$ cat src/rtl/nasti_stream_arbiter_if.sv
// nasti_stream_channel: NASTI-stream (AXI4-stream style) channel bundle.
interface nasti_stream_channel #(
    parameter int ID_WIDTH   = 1,
    parameter int DEST_WIDTH = 1,
    parameter int USER_WIDTH = 1,
    parameter int DATA_WIDTH = 64
) ();
    logic                    t_valid;
    logic                    t_ready;
    logic [DATA_WIDTH-1:0]   t_data;
    logic [DATA_WIDTH/8-1:0] t_strb;
    logic [DATA_WIDTH/8-1:0] t_keep;
    logic                    t_last;
    logic [ID_WIDTH-1:0]     t_id;
    logic [DEST_WIDTH-1:0]   t_dest;
    logic [USER_WIDTH-1:0]   t_user;

    modport master (
        output t_valid, t_data, t_strb, t_keep, t_last, t_id, t_dest, t_user,
        input  t_ready
    );

    modport slave (
        input  t_valid, t_data, t_strb, t_keep, t_last, t_id, t_dest, t_user,
        output t_ready
    );
endinterface

$ cat src/rtl/nasti_stream_arbiter.sv
// nasti_stream_arbiter: round-robin N-to-1 NASTI-stream packet arbiter.
// The grant is locked from arbitration until the granted source's t_last beat fires.
module nasti_stream_arbiter #(
    parameter int N_PORTS    = 4,
    parameter int ID_WIDTH   = 1,
    parameter int DEST_WIDTH = 1,
    parameter int USER_WIDTH = 1,
    parameter int DATA_WIDTH = 64,
    localparam int IDX_WIDTH = $clog2(N_PORTS)
) (
    input  logic                              aclk,
    input  logic                              aresetn,
    input  logic [N_PORTS-1:0]                s_valid,
    output logic [N_PORTS-1:0]                s_ready,
    input  logic [N_PORTS*DATA_WIDTH-1:0]     s_data,
    input  logic [N_PORTS*DATA_WIDTH/8-1:0]   s_strb,
    input  logic [N_PORTS*DATA_WIDTH/8-1:0]   s_keep,
    input  logic [N_PORTS-1:0]                s_last,
    input  logic [N_PORTS*ID_WIDTH-1:0]       s_id,
    input  logic [N_PORTS*DEST_WIDTH-1:0]     s_dest,
    input  logic [N_PORTS*USER_WIDTH-1:0]     s_user,
    nasti_stream_channel.master               m,
    output logic                              busy,
    output logic [IDX_WIDTH-1:0]              grant_idx
);
    typedef enum logic {IDLE, BUSY} state_e;

    state_e                state_q, state_d;
    logic [IDX_WIDTH-1:0]  grant_q, grant_d;
    logic [IDX_WIDTH-1:0]  rr_ptr_q, rr_ptr_d;
    logic                  m_valid;

    logic [DATA_WIDTH-1:0]   data_a [N_PORTS];
    logic [DATA_WIDTH/8-1:0] strb_a [N_PORTS];
    logic [DATA_WIDTH/8-1:0] keep_a [N_PORTS];
    logic [ID_WIDTH-1:0]     id_a   [N_PORTS];
    logic [DEST_WIDTH-1:0]   dest_a [N_PORTS];
    logic [USER_WIDTH-1:0]   user_a [N_PORTS];

    for (genvar g = 0; g < N_PORTS; g++) begin : g_src
        assign data_a[g] = s_data[g*DATA_WIDTH +: DATA_WIDTH];
        assign strb_a[g] = s_strb[g*(DATA_WIDTH/8) +: DATA_WIDTH/8];
        assign keep_a[g] = s_keep[g*(DATA_WIDTH/8) +: DATA_WIDTH/8];
        assign id_a[g]   = s_id[g*ID_WIDTH +: ID_WIDTH];
        assign dest_a[g] = s_dest[g*DEST_WIDTH +: DEST_WIDTH];
        assign user_a[g] = s_user[g*USER_WIDTH +: USER_WIDTH];
    end

    function automatic logic [IDX_WIDTH-1:0] rr_pick(input logic [N_PORTS-1:0] req,
                                                     input logic [IDX_WIDTH-1:0] ptr);
        logic [IDX_WIDTH-1:0] j;
        rr_pick = ptr;
        // Scan downward so the requester nearest to ptr is the last to overwrite, and wins.
        for (int i = N_PORTS - 1; i >= 0; i--) begin
            j = IDX_WIDTH'((int'(ptr) + i) % N_PORTS);
            if (req[j]) rr_pick = j;
        end
    endfunction

    always_comb begin
        state_d  = state_q;
        grant_d  = grant_q;
        rr_ptr_d = rr_ptr_q;
        s_ready  = '0;
        m_valid  = 1'b0;
        if (state_q == IDLE) begin
            if (|s_valid) begin
                grant_d = rr_pick(s_valid, rr_ptr_q);
                state_d = BUSY;
            end
        end else begin
            m_valid          = s_valid[grant_q];
            s_ready[grant_q] = m.t_ready;
            if (m_valid && m.t_ready && s_last[grant_q]) begin
                state_d  = IDLE;
                rr_ptr_d = (grant_q == IDX_WIDTH'(N_PORTS - 1)) ? '0 : grant_q + 1'b1;
            end
        end
    end

    always_ff @(posedge aclk or negedge aresetn) begin
        if (!aresetn) begin
            state_q  <= IDLE;
            grant_q  <= '0;
            rr_ptr_q <= '0;
        end else begin
            state_q  <= state_d;
            grant_q  <= grant_d;
            rr_ptr_q <= rr_ptr_d;
        end
    end

    assign m.t_valid = m_valid;
    assign m.t_data  = data_a[grant_q];
    assign m.t_strb  = strb_a[grant_q];
    assign m.t_keep  = keep_a[grant_q];
    assign m.t_last  = s_last[grant_q];
    assign m.t_id    = id_a[grant_q];
    assign m.t_dest  = dest_a[grant_q];
    assign m.t_user  = user_a[grant_q];
    assign busy      = (state_q == BUSY);
    assign grant_idx = grant_q;
endmodule

$ cat src/flat_wrapper.sv
// flat-port wrapper written by rule: the top's interface ports become plain ports
module nasti_stream_arbiter_flat 
#(
    parameter int N_PORTS    = 4,
    parameter int ID_WIDTH   = 1,
    parameter int DEST_WIDTH = 1,
    parameter int USER_WIDTH = 1,
    parameter int DATA_WIDTH = 64,
    localparam int IDX_WIDTH = $clog2(N_PORTS)
)
  (aclk, aresetn, s_valid, s_ready, s_data, s_strb, s_keep, s_last, s_id, s_dest, s_user, busy, grant_idx, m_t_valid, m_t_data, m_t_strb, m_t_keep, m_t_last, m_t_id, m_t_dest, m_t_user, m_t_ready);
  nasti_stream_channel #(.ID_WIDTH(ID_WIDTH), .DEST_WIDTH(DEST_WIDTH), .USER_WIDTH(USER_WIDTH), .DATA_WIDTH(DATA_WIDTH)) m_i ();
  input  logic aclk;
  input  logic aresetn;
  input  logic [N_PORTS-1:0] s_valid;
  output logic [N_PORTS-1:0] s_ready;
  input  logic [N_PORTS*DATA_WIDTH-1:0] s_data;
  input  logic [N_PORTS*DATA_WIDTH/8-1:0] s_strb;
  input  logic [N_PORTS*DATA_WIDTH/8-1:0] s_keep;
  input  logic [N_PORTS-1:0] s_last;
  input  logic [N_PORTS*ID_WIDTH-1:0] s_id;
  input  logic [N_PORTS*DEST_WIDTH-1:0] s_dest;
  input  logic [N_PORTS*USER_WIDTH-1:0] s_user;
  output logic busy;
  output logic [IDX_WIDTH-1:0] grant_idx;
  output wire logic [$bits(m_i.t_valid)-1:0] m_t_valid;
  output wire logic [$bits(m_i.t_data)-1:0] m_t_data;
  output wire logic [$bits(m_i.t_strb)-1:0] m_t_strb;
  output wire logic [$bits(m_i.t_keep)-1:0] m_t_keep;
  output wire logic [$bits(m_i.t_last)-1:0] m_t_last;
  output wire logic [$bits(m_i.t_id)-1:0] m_t_id;
  output wire logic [$bits(m_i.t_dest)-1:0] m_t_dest;
  output wire logic [$bits(m_i.t_user)-1:0] m_t_user;
  input wire logic [$bits(m_i.t_ready)-1:0] m_t_ready;
  assign m_t_valid = m_i.t_valid;
  assign m_t_data = m_i.t_data;
  assign m_t_strb = m_i.t_strb;
  assign m_t_keep = m_i.t_keep;
  assign m_t_last = m_i.t_last;
  assign m_t_id = m_i.t_id;
  assign m_t_dest = m_i.t_dest;
  assign m_t_user = m_i.t_user;
  assign m_i.t_ready = m_t_ready;
  nasti_stream_arbiter #(.N_PORTS(N_PORTS), .ID_WIDTH(ID_WIDTH), .DEST_WIDTH(DEST_WIDTH), .USER_WIDTH(USER_WIDTH), .DATA_WIDTH(DATA_WIDTH)) u_core (.aclk(aclk), .aresetn(aresetn), .s_valid(s_valid), .s_ready(s_ready), .s_data(s_data), .s_strb(s_strb), .s_keep(s_keep), .s_last(s_last), .s_id(s_id), .s_dest(s_dest), .s_user(s_user), .m(m_i), .busy(busy), .grant_idx(grant_idx));
endmodule
$ cat config.mk
export PLATFORM = sky130hd
export DESIGN_NAME = nasti_stream_arbiter_flat
export DESIGN_NICKNAME = d
export VERILOG_FILES = /design/src/rtl/nasti_stream_arbiter_if.sv /design/src/rtl/nasti_stream_arbiter.sv /design/src/flat_wrapper.sv
export SDC_FILE = /design/constraint.sdc
export NUM_CORES = 1
export LEC_CHECK = 0
export CORE_AREA = 2 2 171 173
export CTS_CLUSTER_DIAMETER = 30
export DETAILED_ROUTE_END_ITERATION = 12
export DIE_AREA = 0 0 173 175
export GPL_TIMING_DRIVEN = 1
export SYNTH_ARGS = -nofsm -noshare
export SYNTH_HDL_FRONTEND = slang
export SYNTH_SLANG_ARGS = --single-unit
export TNS_END_PERCENT = 100
$ cat constraint.sdc
create_clock -name aclk -period 2 [get_ports aclk]
set_clock_uncertainty 0.05 [all_clocks]
set_input_delay 0.2 -clock aclk [delete_from_list [all_inputs] [get_ports aclk]]
set_output_delay 0.2 -clock aclk [all_outputs]
set_load 0.01 [all_outputs]
* Yosys cells after proc, flatten, opt, wreduce, memory -nomap -nowiden
Cells that the tools add are included.
** Storage, ports and cells
- Bits in registers :: 5
- Input port bits :: 343
- Logic and storage cells :: 66
** Operators by class
- Add/subtract/negate cells :: 4
- Order comparisons :: 7
- Equal/unequal tests :: 1
- Multiplexer cells :: 42
- Bitwise operators :: 3
- Reductions and logical operators :: 6
** Operator list (count)
- binary-select mux 64 bit (select 2 bit) :: 1
- two-way mux 64 bit :: 2
- binary-select mux 8 bit (select 2 bit) :: 2
- two-way mux 8 bit :: 4
- binary-select mux 1 bit (select 2 bit) :: 9
- two-way mux 1 bit :: 17
- < comparator 2 x 3 -> 1 bit (second input constant) :: 5
- two-way mux 2 bit :: 5
- adder 2 x 1 -> 2 bit (second input constant) :: 2
- adder 2 bit (second input constant) :: 2
- AND 4 bit :: 1
- two-way mux 4 bit :: 1
- AND reduction 2 bit :: 2
- OR reduction 4 bit :: 1
- greater-or-equal comparator 3 bit (second input constant) :: 1
- logical AND 1 bit :: 3
- inverter 2 -> 3 bit :: 1
- demux 1 bit (select 2 bit) :: 1
- == test 2 bit (second input constant) :: 1
- greater-or-equal comparator 2 x 1 -> 1 bit (second input constant) :: 1
- inverter 1 bit :: 1

* Depth between registers and ports, before layout
Gate-level depths: netlist of run 1.
- Word-level depth :: 7
- Gate-level depth with buffers :: 5
- Depth with buffers taken out :: 3

* Worst setup path after synthesis of run 1
OpenSTA, ideal clock, no wires.
- Kind :: register to output
- Start :: reg u_core.grant_q[0] (netlist: u_core.grant_idx[0])
- End :: out m_t_data[10]
- Data arrival time :: 1.492 ns
- Data required time :: 1.750 ns
- Slack :: 0.258 ns
- Stages on the path, launching flop included :: 5
- Path buffers :: 3
- Cells stage by stage :: dfrtp_1 > buf_6 > buf_4 > buf_6 > mux4_2
** Between the ends
- Word-level cells in the longest chain between the ends :: 4
** RTL lines
- from (decl) :: line nasti_stream_arbiter.sv:29 : logic [IDX_WIDTH-1:0] grant_q, grant_d;
- from (signal assigned) :: line nasti_stream_arbiter.sv:88 : grant_q <= grant_d;
- inverter 2 -> 3 bit (not written as such) :: line nasti_stream_arbiter.sv:94 : assign m.t_data = data_a[grant_q];
- binary-select mux 64 bit (select 2 bit) :: line nasti_stream_arbiter.sv:94
- two-way mux 64 bit (not written as such) (2 in series) :: line nasti_stream_arbiter.sv:94
- to (decl) :: line flat_wrapper.sv:27 : output wire logic [$bits(m_i.t_data)-1:0] m_t_data;
No other way between the ends. The select of a mux whose other input is x is not followed.

* Worst setup path in the final report of run 1
- Start :: reg u_core.grant_q[0] (netlist: u_core.grant_idx[0])
- End :: out m_t_strb[6]
** Between the ends
- Word-level cells in the longest chain between the ends :: 4
** RTL lines
- inverter 2 -> 3 bit (not written as such) :: line nasti_stream_arbiter.sv:95 : assign m.t_strb = strb_a[grant_q];
- binary-select mux 8 bit (select 2 bit) :: line nasti_stream_arbiter.sv:95
- two-way mux 8 bit (not written as such) (2 in series) :: line nasti_stream_arbiter.sv:95
- to (decl) :: line flat_wrapper.sv:28 : output wire logic [$bits(m_i.t_strb)-1:0] m_t_strb;
No other way between the ends. The select of a mux whose other input is x is not followed.

==> results summary, run 1 <==
The flow ran to the end, but the final reports show violations. The checks that failed: negative setup slack. The number of max-cap violations came out at 0. Setup repair after global routing could not meet its margin everywhere.

The sequential area share after synthesis came out at 0.0513. The number of DRC markers in iteration 0 is 162. The number of clock buffers inserted by TritonCTS is 3. The first TritonRoute pass finished after 4 iterations.

The data required time at the worst endpoint is 1.75 ns. The layout cell share with drive strength beyond 1 came out at 0.365. The smallest setup slack after layout is -0.0408 ns. The via count came out at 3670. The buffer depth of the longest clock path is 2. For the worst-skew pair, the clock arrives at the later sink with an insertion delay of 0.23 ns. The final routed wire length divided by cell count is 20.5 um. The global placer's final weighted congestion is 0.929. Once placement completed, the tool counted placed cells totaling 975. The pin slew with the least headroom to its limit came out at 0.319 ns. The maximum single-stage delay on the critical path came out at 0.53 ns. The total negative slack for setup checks came out at -0.253 ns. The kind of critical path is flip-flop to primary output. The post-synthesis instance area came out at 2440 sq um. For this design the static power due to leakage is 2.79 nW.

Pin placement for this block handled 435 I/O pins. The post-detailed-routing wire length came out at 20300 um. In the post-synthesis netlist, the biggest area contributors are sky130_fd_sc_hd__mux4_2, sky130_fd_sc_hd__dfrtp_1, sky130_fd_sc_hd__buf_2, sky130_fd_sc_hd__buf_6, sky130_fd_sc_hd__ha_1. The net count after synthesis is 494. The number of clock sinks seen by CTS came out at 5. The routing usage on met3 is 0.0294. The fraction of the cycle the final worst path needs is 1.02. The post-detailed-route count of antenna-violating nets is 0.

Setup violations remaining at the end of the flow were counted as 16. For this run, the leading register cell type out of synthesis is sky130_fd_sc_hd__dfrtp_1. The largest total area in the synthesized netlist belongs to sky130_fd_sc_hd__mux4_2. The count of buffers from port buffering is 434.

The CTS tree is built. The initial standard-cell utilization of the core is 0.0859. The number of hold violations in the final report is 0.

STA classifies the critical path startpoint as a flip-flop. The clock transition at the registers of the reported paths came out at 0.03 ns. The power per unit of standard cell area came out at 920 nW/um^2. The global-route track usage on met1 came out at 0.167. In this run the clock root is driven by a sky130_fd_sc_hd__clkbuf_16. Yosys mapped a number of flops with a built-in enable equal to 0.

The overall power of the completed layout is 6.93 mW. The count of synthesis-stage warnings from yosys came out at 0. The core region is 28400 sq um. The floorplan die height is 175 um.

The floorplan step set the die width to 173 um. Walking the worst path, the cells encountered are buf_12 -> buf_12 -> buf_12 -> mux4_2 -> buf_6. Relative to the synthesized area, the layout overhead comes to 209%.

The path class of the tightest hold or removal check is input port to async pin. After synthesis, the mean cell area works out to 16.6 sq um. The final routed DRC violation total came out at 0. Of all nets on the critical path, the largest fanout is 7.

For this run, the post-layout net count is 951. The die covers 30300 sq um. The first-pass GRT wire length came out at 28700 um. In the synthesized netlist, the cells that appear most often are sky130_fd_sc_hd__mux4_2, sky130_fd_sc_hd__buf_2, sky130_fd_sc_hd__nand2b_1.

The launch point of the worst path is u_core.grant_idx[0]$_DFFE_PN0P_. The leading cell type by number of instances after synthesis is sky130_fd_sc_hd__mux4_2. The reg-to-reg startpoint is u_core.grant_idx[0]$_DFFE_PN0P_.

The leftover overflow at the end of global routing is 0. The share of flip-flops with an asynchronous set or reset is 1.00. The data arrival time at the worst-slack endpoint is 1.79 ns.

The floorplan row count came out at 62. STA classifies the critical path endpoint as a primary output. On the critical path, the stage with the largest delay is an instance of sky130_fd_sc_hd__mux4_2. The pin count of the biggest net entering global routing came out at 43. The number of global-route vias before repair was 4018.

The global routing's busiest layer is met2. The share of Yosys cell area claimed by the top area cell type is 0.785. Derived from the worst setup path, the maximum achievable clock frequency is 0.490 GHz. The most prevalent standard cell on the critical path is sky130_fd_sc_hd__buf_12.

The number of vias per cell after detailed routing came out at 3.71. The initial antenna violation count is 2. For the finished layout, the period the worst path requires is 2.04 ns. The H-tree depth came out at 1. The remaining max-slew budget at the tightest pin is 0.785. The count of distinct cell types in the synthesized netlist is 26. The number of slew-limit violations in the final report is 0.

The count of cells in the finished layout, fillers not included, comes to 988. The layout has 3024 filler cells. The count of hold buffers inserted by post-cts repair is 0.

The worst IR drop on VDD is 0.633 mV. The half-perimeter wire length after detailed placement came out at 17600 um. The count of mapped cells out of synthesis is 147. The global routing usage on met2 is 0.212. In this run, synthesis produced a sequential element count of 5.

The total track usage is 0.127.
-- registers in the layout (all words and copies together), names as in the netlist --
name and cells:
u_core.rr_ptr_q 2, u_core.busy 1, u_core.grant_idx 2
-- stage by stage --
| stage | hold WS [ns] | instance area (sq um) | worst slack, ns | util |
|---|---|---|---|---|
| after detailed placement | 0.387 | 7480 | -0.118 | 0.263 |
| after floorplan | -0.146 | 2440 | 0.258 | - |
| after CTS | 0.142 | 7530 | -0.0834 | 0.265 |
| after global placement | 0.388 | 7480 | -0.0897 | 0.263 |
| after global routing | 0.162 | 7530 | -0.0901 | 0.265 |
| final | 0.142 | 7530 | -0.0408 | 0.265 |
-- layer usage --
| layer | vias up | wire length [um] |
|---|---|---|
| li1 | 1625 | - |
| met1 | 1816 | 8630 |
| met2 | 212 | 9960 |
| met3 | 17 | 1350 |
| met4 | 0 | 349 |
| met5 | - | 0 |
-- final cells by class --
class / instances / area (sq um) / area share
flip-flops and latches: 5 / 133 / 0.0176
clock buffers: 4 / 78.8 / 0.0105
diodes: 1 / 2.50 / 0.000332
repair buffers: 472 / 4640 / 0.617
well taps: 384 / 480 / 0.0638
multi-input cells: 119 / 2180 / 0.289
inverters: 3 / 13.8 / 0.00183
-- cells in the final DEF, fill, tap and decap left out, types with 3 or more instances in the layout --
cell type	instances
sky130_fd_sc_hd__clkdlybuf4s50_1	345
sky130_fd_sc_hd__mux4_2	85
sky130_fd_sc_hd__buf_6	42
sky130_fd_sc_hd__buf_2	38
sky130_fd_sc_hd__clkbuf_2	15
sky130_fd_sc_hd__buf_4	12
sky130_fd_sc_hd__buf_12	11
sky130_fd_sc_hd__nand2b_1	6
sky130_fd_sc_hd__clkbuf_16	4
sky130_fd_sc_hd__buf_8	4
sky130_fd_sc_hd__and3_1	3
sky130_fd_sc_hd__ha_1	3
sky130_fd_sc_hd__dfrtp_1	3
-- critical path, delay by kind of cell, from the launching register on --
family,cells,cell delay [ns]
buffers and inverters,4,0.56
DFF,1,0.45
muxes,1,0.53
-- timing repair --
action,in CTS,in global routing
setup buffers,6,0
cloned,2,1
resized for setup,351,46
setup endpoints to repair,89,78
-- logic make-up after synthesis --
| family | Yosys count | synth area share |
|---|---|---|
| muxes | 87 | 0.794 |
| buffers and inverters | 23 | 0.0585 |
| and+or+nand+nor | 17 | 0.0451 |
| DFF | 5 | 0.0513 |
| adders and majority gates | 4 | 0.0205 |
| AOI/OAI and AO/OA | 11 | 0.0308 |
-- power by group --
group | total, mW | internal (mW) | switching, mW
logic | 6.33 | 3.87 | 2.46
registers | 0.261 | 0.161 | 0.0997
clock network | 0.340 | 0.265 | 0.0751
-- path summary, 6_finish.rpt --
| kind | slack (ns) | depth (start not counted) | endpoint |
|---|---|---|---|
| hold / removal | 0.14 | 1 | u_core.grant_idx[0]$_DFFE_PN0P_ |
| setup reg to reg | 0.07 | 5 | u_core.rr_ptr_q[0]$_DFFE_PN0P_ |
| setup / recovery | -0.04 | 5 | m_t_strb[6] |
| hold reg to reg | 0.51 | 1 | u_core.rr_ptr_q[0]$_DFFE_PN0P_ |
| max in group asynchronous | 1.54 | 1 | u_core.grant_idx[1]$_DFFE_PN0P_ |
| min in group aclk | 0.51 | 1 | u_core.rr_ptr_q[0]$_DFFE_PN0P_ |
No activity file was read; power rests on OpenSTA's default activity.
==> inputs of run 2 (changes only) <==
--- a/config.mk
+++ b/config.mk
@@ -5,6 +5,7 @@
 export SDC_FILE = /design/constraint.sdc
 export NUM_CORES = 1
 export LEC_CHECK = 0
+export ABC_AREA = 0
 export CORE_AREA = 2 2 171 173
 export CTS_CLUSTER_DIAMETER = 30
 export DETAILED_ROUTE_END_ITERATION = 12
==> constraint.sdc (replaced) <==
create_clock -name aclk -period 2 [get_ports aclk]
set_clock_uncertainty 0.05 [all_clocks]
set_input_delay 0.2 -clock aclk [delete_from_list [all_inputs] [get_ports aclk]]
set_output_delay 0.2 -clock aclk [all_outputs]
set_load 0.1 [all_outputs]
==> run 2 against run 1 <==
Flip-flop and latch count is the same. Die area is the same. Core utilization grew 3.6 points. Via count shrank 0.74%. Critical path depth shrank 1. Cell area grew 14%. Clock power shrank 4%. The flow now finishes without violations. Sequential power grew 3%. Fmax grew 2.2%. Sequential share of layout area shrank 0.21 points.
==> results summary, run 2 (synthesis gave the netlist of run 1 again) <==
Setup repair after global routing could not meet its margin everywhere. The number of vias per cell after detailed routing is 3.70. After layout, the design draws a total of 16.0 mW. The number of hold violations in the final report was 0. The number of slew-limit violations in the final report is 0.

The number of nets in the final layout came out at 947. Data on the critical path is required at its endpoint by 1.75 ns. The dominant delay contributor by cell family on the critical path is multiplexers. Walking the worst path, the cells encountered are buf_12 -> buf_4 -> mux4_2 -> buf_12. The global placer's final weighted congestion is 0.882. The final cell count without fillers came out at 985. After detailed placement, the design holds a cell count of 971. The number of top-level design ports is 435.

The flow ran to the end, and the final reports show no timing, DRC or antenna violations. The total of endpoints with negative setup slack in the final report is 0. The count of hold buffers inserted by post-cts repair came out at 0.

The count of buffers from port buffering came out at 434. The post-detailed-route count of antenna-violating nets is 0. CTS placed an instance of sky130_fd_sc_hd__clkbuf_16 at the clock tree root. The highest clock rate came out at 0.501 GHz.

The number of global-route vias before repair came out at 4042. The post-detailed-routing wire length is 18900 um. The core box area is 28400 sq um. The total track usage is 0.116.

The reported leakage power is 3.15 nW. The floorplan die height is 175 um. The pin slew with the least headroom to its limit is 0.371 ns. In this run the tightest slew margin relative to its limit is 0.749.

STA classifies the critical path endpoint as a primary output. STA classifies the critical path startpoint as a flip-flop. The H-tree depth is 1. After routing the design area is 8560 sq um. The area growth from synthesis to layout came out at 251%. The area used by sequential logic in the layout is 133 sq um. Data on the critical path arrives at its endpoint at 1.75 ns. The leftover overflow at the end of global routing came out at 0. In this run the worst hold path is classified as input port to async pin.

The fraction of the cycle the final worst path needs came out at 0.999. The final routed DRC violation total came out at 0. The clock transition at the registers of the reported paths is 0.03 ns.

The library cell used most frequently in the layout, excluding fill and tap cells, is sky130_fd_sc_hd__clkdlybuf4s50_1. The via count came out at 3643. The worst hold margin came out at 0.143 ns. The buffer depth of the longest clock path is 2. The logic depth of the worst path, buffers included is 4.

Along the worst path, the maximum fanout reaches 14. The instance area after placement came out at 8350 sq um. Leaving out fill and tap cells, the most frequent cells in the layout are sky130_fd_sc_hd__clkdlybuf4s50_1, sky130_fd_sc_hd__buf_12, sky130_fd_sc_hd__mux4_2, sky130_fd_sc_hd__buf_4, sky130_fd_sc_hd__nand2b_1. The first routing iteration left 118 violations. The number of max-cap violations came out at 0.

The first detailed-routing pass ran for 4 iterations. After detailed routing, the average wire length per cell comes to 19.2 um. Across the VDD grid, the largest voltage drop is 1.28 mV. The most prevalent standard cell on the critical path is sky130_fd_sc_hd__buf_12.

The half-perimeter wire length after detailed placement came out at 17000 um. The multi-input combinational cell area came out at 2190 sq um. The latest clock arrival within the worst-skew pair came out at 0.23 ns. The number of clock buffers inserted by TritonCTS came out at 3. The number of buffers and inverters on the critical path is 3. The initialized floorplan defines 62 standard-cell rows. The die boundary width is 173 um. The initial antenna violation count is 2. The initial standard-cell utilization of the core is 0.0859. The die outline area is 30300 sq um. Of the cells placed in the final design, the portion with a size suffix greater than 1 is 0.374. On the critical path, the stage with the largest delay is an instance of sky130_fd_sc_hd__mux4_2. The first-pass GRT wire length is 26700 um. The number of clock sinks seen by CTS is 5. The final critical-path required period came out at 2.00 ns.

The filler cell count in the final layout came out at 2873. The cell count of the worst reg-to-reg path is 4. The power per unit of standard cell area came out at 1870 nW/um^2. The maximum single-stage delay on the critical path came out at 0.55 ns. TritonCTS built the clock tree. The pin count of the biggest net entering global routing came out at 46. The kind of critical path is flip-flop to primary output.
[run 2: metal layers]
metal  wire length, um  up-vias  global-route usage
li1                  -     1609                   -
met1              6690     1792               0.127
met2             10500      232               0.225
met3              1540       10              0.0322
met4               182        0              0.0219
met5                 0        -                   0
[run 2: through the flow]
step           setup WS (ns)  TNS (ns)   util
2_1_floorplan         -0.230    -13.04      -
3_3_place_gp           0.210         0  0.294
3_5_place_dp           0.197         0  0.294
4_1_cts              -0.0154   -0.0501  0.298
5_1_grt              -0.0339    -0.681  0.301
6_report             0.00266         0  0.301
[run 2: area by class of cell]
cell class / instances / share of cell area
inverter: 3 / 0.00132
multi-input combinational: 119 / 0.256
sequential: 5 / 0.0155
tap: 384 / 0.0561
antenna: 2 / 0.000585
clock buffer: 4 / 0.00921
timing repair buffer: 468 / 0.661
[run 2: worst paths after layout]
| path | slack (ns) | to | startpoint |
|---|---|---|---|
| min reg2reg | 0.53 | u_core.rr_ptr_q[0]$_DFFE_PN0P_ | u_core.rr_ptr_q[0]$_DFFE_PN0P_ |
| max reg2reg | 0.19 | u_core.rr_ptr_q[0]$_DFFE_PN0P_ | u_core.grant_idx[0]$_DFFE_PN0P_ |
| min | 0.14 | u_core.rr_ptr_q[0]$_DFFE_PN0P_ | aresetn |
| max in group asynchronous | 1.55 | u_core.grant_idx[1]$_DFFE_PN0P_ | aresetn |
| max | 0.003 | m_t_data[58] | u_core.grant_idx[0]$_DFFE_PN0P_ |
| min in group aclk | 0.53 | u_core.rr_ptr_q[0]$_DFFE_PN0P_ | u_core.rr_ptr_q[0]$_DFFE_PN0P_ |
[run 2: report_power, final]
group | internal [mW] | total, mW | leakage (nW) | switching, mW
Clock | 0.264 | 0.326 | 0.0382 | 0.0624
Sequential | 0.161 | 0.268 | 0.0545 | 0.107
Combinational | 6.17 | 15.4 | 3.06 | 9.26
[run 2: timing repair]
item,4_1_cts,5_1_grt
endpoints found under the hold margin,0,0
endpoints found under the setup margin,39,52
buffers inserted,5,1
cloned,0,2
gates resized for setup,0,9
pin swaps,0,0
